$ cat src/rtl/periph_arb_pkg.sv
// Shared definitions for the peripheral register-bus arbiter: FSM encoding,
// default abort limit and the round-robin pointer helper.
package periph_arb_pkg;

  typedef enum logic [0:0] {
    IDLE = 1'b0,
    BUSY = 1'b1
  } arb_state_e;

  localparam int unsigned TIMEOUT_CYCLES_DEF = 32'd255;

  // Index following idx in an n-entry ring.
  function automatic int unsigned rr_next(input int unsigned idx, input int unsigned n);
    return ((idx + 32'd1) >= n) ? 32'd0 : (idx + 32'd1);
  endfunction

endpackage

$ cat src/rtl/reg_pkg.sv
// Register-bus request/response types shared by every requester and the
// peripheral-side decoder.
package reg_pkg;

  typedef struct packed {
    logic [31:0] addr;
    logic        write;
    logic [31:0] wdata;
    logic [3:0]  wstrb;
    logic        valid;
  } reg_req_t;

  typedef struct packed {
    logic [31:0] rdata;
    logic        error;
    logic        ready;
  } reg_rsp_t;

endpackage

$ cat src/rtl/periph_arb_rr_pick.sv
// Rotate-priority picker: returns the first set bit of valid at or after
// rr_ptr, wrapping modulo NUM_REQ.
module periph_arb_rr_pick #(
  parameter int unsigned NUM_REQ = 2
) (
  input  logic [NUM_REQ-1:0]         valid,
  input  logic [$clog2(NUM_REQ)-1:0] rr_ptr,
  output logic [$clog2(NUM_REQ)-1:0] idx,
  output logic                       found
);

  localparam int unsigned IW = $clog2(NUM_REQ);

  logic [IW-1:0] cand_s;

  function automatic logic [IW-1:0] wrap_idx(input logic [IW-1:0] base, input int off);
    int sum;
    sum = int'(base) + off;
    sum = (sum >= int'(NUM_REQ)) ? (sum - int'(NUM_REQ)) : sum;
    return IW'(sum);
  endfunction

  // Walk offsets from farthest to nearest so the nearest valid entry wins.
  always_comb begin
    idx    = '0;
    found  = 1'b0;
    cand_s = '0;
    for (int i = int'(NUM_REQ) - 1; i >= 0; i--) begin
      cand_s = wrap_idx(rr_ptr, i);
      found  = found | valid[cand_s];
      idx    = valid[cand_s] ? cand_s : idx;
    end
  end

endmodule

$ cat src/rtl/periph_reg_arbiter.sv
// Round-robin arbiter sharing one register bus between NUM_REQ requesters.
// Optional BUSY-state abort is enabled by defining PERIPH_ARB_TIMEOUT_EN.
module periph_reg_arbiter
  import reg_pkg::*;
  import periph_arb_pkg::*;
#(
  parameter int unsigned NUM_REQ        = 2,
  parameter int unsigned TIMEOUT_CYCLES = TIMEOUT_CYCLES_DEF
) (
  input  logic                       clk_i,
  input  logic                       rst_ni,
  input  reg_req_t                   slv_req_i [NUM_REQ],
  output reg_rsp_t                   slv_rsp_o [NUM_REQ],
  output reg_req_t                   mst_req_o,
  input  reg_rsp_t                   mst_rsp_i,
  output logic                       busy_o,
  output logic [$clog2(NUM_REQ)-1:0] owner_o,
  output logic                       timeout_o
);

  localparam int unsigned IW = $clog2(NUM_REQ);

  if ((NUM_REQ < 2) || (NUM_REQ > 8)) begin : g_bad_num_req
    $error("periph_reg_arbiter: NUM_REQ must be 2..8");
  end
  if ((TIMEOUT_CYCLES < 1) || (TIMEOUT_CYCLES > 65535)) begin : g_bad_timeout
    $error("periph_reg_arbiter: TIMEOUT_CYCLES must be 1..65535");
  end

  arb_state_e         state_r;
  logic [IW-1:0]      owner_r;
  logic [IW-1:0]      rr_ptr_r;
  logic [IW-1:0]      pick_idx_s;
  logic               pick_found_s;
  logic [NUM_REQ-1:0] valid_vec_s;
  reg_req_t           own_req_s;
  logic               own_valid_s;
  logic               busy_s;
  logic               done_s;
  logic               abort_s;

  // Collect the requester valid bits for the picker.
  always_comb begin
    valid_vec_s = '0;
    for (int k = 0; k < int'(NUM_REQ); k++) begin
      valid_vec_s[k] = slv_req_i[k].valid;
    end
  end

  periph_arb_rr_pick #(
    .NUM_REQ(NUM_REQ)
  ) u_rr_pick (
    .valid  (valid_vec_s),
    .rr_ptr (rr_ptr_r),
    .idx    (pick_idx_s),
    .found  (pick_found_s)
  );

  assign busy_s      = (state_r == BUSY);
  assign own_req_s   = slv_req_i[owner_r];
  assign own_valid_s = own_req_s.valid;
  // An abort cannot coincide with ready, so this matches mst valid && ready.
  assign done_s      = busy_s && own_valid_s && mst_rsp_i.ready;

`ifdef PERIPH_ARB_TIMEOUT_EN
  localparam logic [15:0] TMO_LAST = 16'(TIMEOUT_CYCLES - 32'd1);

  logic [15:0] tmo_cnt_r;

  // Count BUSY cycles from zero for each granted transaction.
  always_ff @(posedge clk_i or negedge rst_ni) begin
    if (!rst_ni) begin
      tmo_cnt_r <= 16'd0;
    end else if ((state_r == IDLE) && pick_found_s) begin
      tmo_cnt_r <= 16'd0;
    end else if (busy_s) begin
      tmo_cnt_r <= tmo_cnt_r + 16'd1;
    end else begin
      tmo_cnt_r <= tmo_cnt_r;
    end
  end

  assign abort_s = busy_s && own_valid_s && !mst_rsp_i.ready && (tmo_cnt_r == TMO_LAST);
`else
  assign abort_s = 1'b0;
`endif

  // Arbitration FSM: grant in IDLE, release on completion, abort or owner drop.
  always_ff @(posedge clk_i or negedge rst_ni) begin
    if (!rst_ni) begin
      state_r  <= IDLE;
      owner_r  <= '0;
      rr_ptr_r <= '0;
    end else begin
      case (state_r)
        IDLE: begin
          if (pick_found_s) begin
            state_r <= BUSY;
            owner_r <= pick_idx_s;
          end else begin
            state_r <= IDLE;
          end
        end
        BUSY: begin
          if (done_s || abort_s) begin
            state_r  <= IDLE;
            rr_ptr_r <= IW'(rr_next(32'(owner_r), NUM_REQ));
          end else if (!own_valid_s) begin
            // Protocol violation: abandon silently, pointer left in place.
            state_r <= IDLE;
          end else begin
            state_r <= BUSY;
          end
        end
        default: begin
          state_r <= IDLE;
        end
      endcase
    end
  end

  // Route the owner onto the shared bus; everyone else sees an idle response.
  always_comb begin
    mst_req_o = '0;
    timeout_o = 1'b0;
    for (int k = 0; k < int'(NUM_REQ); k++) begin
      slv_rsp_o[k] = '0;
    end
    if (busy_s) begin
      mst_req_o       = own_req_s;
      mst_req_o.valid = own_valid_s && !abort_s;
      timeout_o       = abort_s;
      for (int k = 0; k < int'(NUM_REQ); k++) begin
        if (IW'(k) == owner_r) begin
          if (abort_s) begin
            slv_rsp_o[k] = '{rdata: 32'h0000_0000, error: 1'b1, ready: 1'b1};
          end else if (own_valid_s) begin
            slv_rsp_o[k] = mst_rsp_i;
          end else begin
            slv_rsp_o[k] = '0;
          end
        end else begin
          slv_rsp_o[k] = '0;
        end
      end
    end else begin
      mst_req_o = '0;
    end
  end

  assign busy_o  = busy_s;
  assign owner_o = owner_r;

endmodule

$ cat config.mk
export PLATFORM = sky130hd
export DESIGN_NAME = periph_reg_arbiter
export DESIGN_NICKNAME = d
export VERILOG_FILES = /design/src/rtl/periph_arb_pkg.sv /design/src/rtl/reg_pkg.sv /design/src/rtl/periph_arb_rr_pick.sv /design/src/rtl/periph_reg_arbiter.sv
export SDC_FILE = /design/constraint.sdc
export NUM_CORES = 1
export LEC_CHECK = 0
export BUFFER_PORTS_ARGS = -buffer_cell sky130_fd_sc_hd__buf_2
export CAP_MARGIN = 20
export CORE_AREA = 5 5 119 121
export CTS_CLUSTER_SIZE = 28
export DETAILED_ROUTE_END_ITERATION = 12
export DIE_AREA = 0 0 124 126
export GPL_TIMING_DRIVEN = 0
export PLACE_DENSITY = 0.55
export SLEW_MARGIN = 40
export SYNTH_ARGS = -nofsm -noshare
export SYNTH_HDL_FRONTEND = slang
export SYNTH_SLANG_ARGS = --single-unit
$ cat constraint.sdc
create_clock -name clk_i -period 3.3 [get_ports clk_i]
set_clock_uncertainty 0.05 [all_clocks]
set_input_delay 0.165 -clock clk_i [delete_from_list [all_inputs] [get_ports clk_i]]
set_output_delay 0.165 -clock clk_i [all_outputs]
set_load 0.01 [all_outputs]
==> key figures <==
Critical path
  – Worst R2R Start: busy_o
  – Reg2Reg Depth: 4
  – R2R Setup Slk: 2.13 ns
  – CP max FO: 10
  – Worst EP required: a little over 3 ns
  – WP data arrival: between 1.5 and 2 ns
  – Startpoint types: register
  – Setup CP Type: register to output port
  – Critical Path End Type: output port
  – Reg-to-reg endpoint: rr_ptr_r

Synthesis
  – Syn Nets: 460
  – Mean Syn Cell Area: between 6 and 7 um2
  – Yosys top cell area share: 0.3715
  – Largest cells by area after synthesis: mux2i_1 37%, nor2_1 22%, nor2_2 10%
  – Post-synth cell types: 21
  – YS warnings: 0
  – Seq/Total Area, Yosys: 0.04038
  – Synth area leader: mux2i_1
  – Mapped Cells: between 200 and 300
  – Mapped Area: approximately 1900 um2
  – Number of synthesized register bits: 3

Pwr
  – Leakage: 2.405 nW
  – VDD IR max: about 0.26 mV
  – PwrDens: 591.2 nW/um2
  – Final Total Pwr: roughly 2.2 mW

Floorplanning
  – Core area: approximately 13,000 um2
  – Initial Util: 0.1432
  – Die area: 15,620 um2
  – Die W: about 120 um
  – Die height: between 100 and 150 um
  – IO Count: around 320
  – Row cnt: 42

Final layout
  – Area growth, synth to finish: 101.4%
  – Final instance area: approximately 3700 um2
  – Layout cells sized above 1: 0.6258
  – Filler cells: roughly 1,500
  – Diode count: 0
  – Nets: around 780

GRT
  – Total track usage: 0.1157
  – Vias in the first global route: just under 3,000
  – Congestion Overflow GR: 0
  – Largest net degree at the start of global routing: 11
  – Global-route wire length before repair: about 15,000 um
  – Initial antenna violation count: 0

Route
  – Avg WL per Cell: 13.39 um
  – Drc violations: 0
  – Routed via count: roughly 3,000
  – Drt first-iter violations: 93
  – Drt total wl: ~10,000 um
  – Vias per std cell: approximately 3.9
  – Antenna Violating Nets Remaining: 0
  – DR pass1 iterations: 4

STA
  – TNS Setup: 0 ns
  – Minimum clock period: roughly 1.8 ns
  – Final Max Slew Viols: 0
  – Fin. Hold Viols: 0
  – Fmax: approximately 560 MHz
  – Fin crit share: 0.5403
  – RSZ-0062 raised after global routing: false
  – Setup ws final: approximately 1.5 ns
  – # setup viols final: 0

Clock tree
  – Cts bufs inserted: 3
  – Worst-skew pair later-pin latency: 0.22 ns
  – CTS clock-pin slew for the worst setup and hold paths: 0.03 ns
  – Cts-stage hold buffer count: 1
  – CTS sink cnt: 3
  – CTS Buffer Depth: 2
  – Clk root buf: clkbuf_16
  – CTS tree: done
  – Post-cts repair resize count: 0
  – H-tree Lvls: 1
  – Post-CTS setup buffer count: 0

Placed design
  – IO buf count: 315
  – Placement Cell Area: 3656 um2
  – Routability Congestion: 0.8397
  – Hpwl dp: 8950 um
  – Pre-CTS WS: approximately 1.7 ns

Outcome
  – Result of the run: complete, no violations

Min path
  – Hold EP: owner_o
  – Hold crit path type: input port to register
  – Hold path cells: 2
  – Hold Startpoint: slv_req_i[70]

Flow run
  – Max-Cap Viols: 0
power by group:
part	total, mW	internal, mW	switching (mW)
clock	0.195	0.160	0.0354
sequential	0.0634	0.0530	0.0104
combinational	1.96	0.898	1.06
area by class of cell:
type | instances | area (um2) | share of cell area
plain buffers | 26 | 285.3 | 0.07618
clock buffers | 4 | 78.83 | 0.02105
inverters | 3 | 13.76 | 0.003675
multi-input cells | 252 | 1485 | 0.3966
flip-flops and latches | 3 | 75.07 | 0.02005
well taps | 176 | 220.2 | 0.05880
repair buffers | 316 | 1587 | 0.4237
cells in the mapped netlist (all sizes together):
cell and n:
o21ai 3, nor2 137, inv 3, nand2 37, conb 1, buf 26
mux2i 69, o31ai 1, a31oi 1, a21oi 2, dfrtp 3, a22o 1
sequential cells by signal, summed over array words and instances, names as in the netlist:
register	flops
busy_o	1
rr_ptr_r	1
owner_o	1
placed cells by master, fill, tap and decap left out:
cell type	n
inv_2	1
conb_1	1
mux2i_1	69
o21ai_0	1
dfrtp_1	3
nand2_4	2
clkbuf_16	3
a31oi_1	1
nand2_1	35
buf_4	1
buf_12	7
dlygate4sd3_1	1
o21ai_1	2
buf_2	326
buf_6	6
o31ai_1	1
inv_4	1
inv_1	1
nor2_1	107
buf_8	1
clkbuf_1	1
nor2_2	30
a22o_1	1
a21oi_1	2
layer usage:
| metal | part of all wire | wire length (um) | global-route usage |
|---|---|---|---|
| met5 | 0 | 0 | 0 |
| met4 | 0.0058 | 61 | 0.01611 |
| met3 | 0.11 | 1121 | 0.02063 |
| met2 | 0.50 | 5263 | 0.2214 |
| met1 | 0.38 | 3996 | 0.1345 |
worst max-delay path by stage:
stage | from | end | slack (ns)
after floorplan | owner_o | slv_rsp_o[37] | 2.04
after detailed placement | busy_o | mst_req_o[1] | 1.65
after global placement | busy_o | mst_req_o[1] | 1.71
after global routing | busy_o | mst_req_o[1] | 1.37
after CTS | busy_o | mst_req_o[1] | 1.42
final | busy_o | mst_req_o[1] | 1.52
cells by family after synthesis:
| kind of cell | share of synthesized area |
|---|---|
| AO/OA/AOI/OAI | 0.02557 |
| buffers and inverters | 0.1608 |
| flip-flops | 0.04038 |
| multiplexers | 0.3715 |
| other | 0.002017 |
| AND/OR/NAND/NOR | 0.3997 |
per-stage QoR:
stage	utilization	hold WS, ns	cells
after global placement	0.2817	-0.08472	775
final	0.2885	0.1365	780
after floorplan	-	-0.1806	284
after detailed placement	0.2817	-0.08524	775
after CTS	0.2885	0.1354	780
after global routing	0.2885	0.1610	780
critical path, stage by stage (launching register included):
cell     delay, ns
dfrtp_1       0.36
buf_2         0.19
inv_2         0.20
buf_2         0.30
nor2_1        0.12
buf_2         0.15
Note: power is estimated with default switching activity, not from simulation.
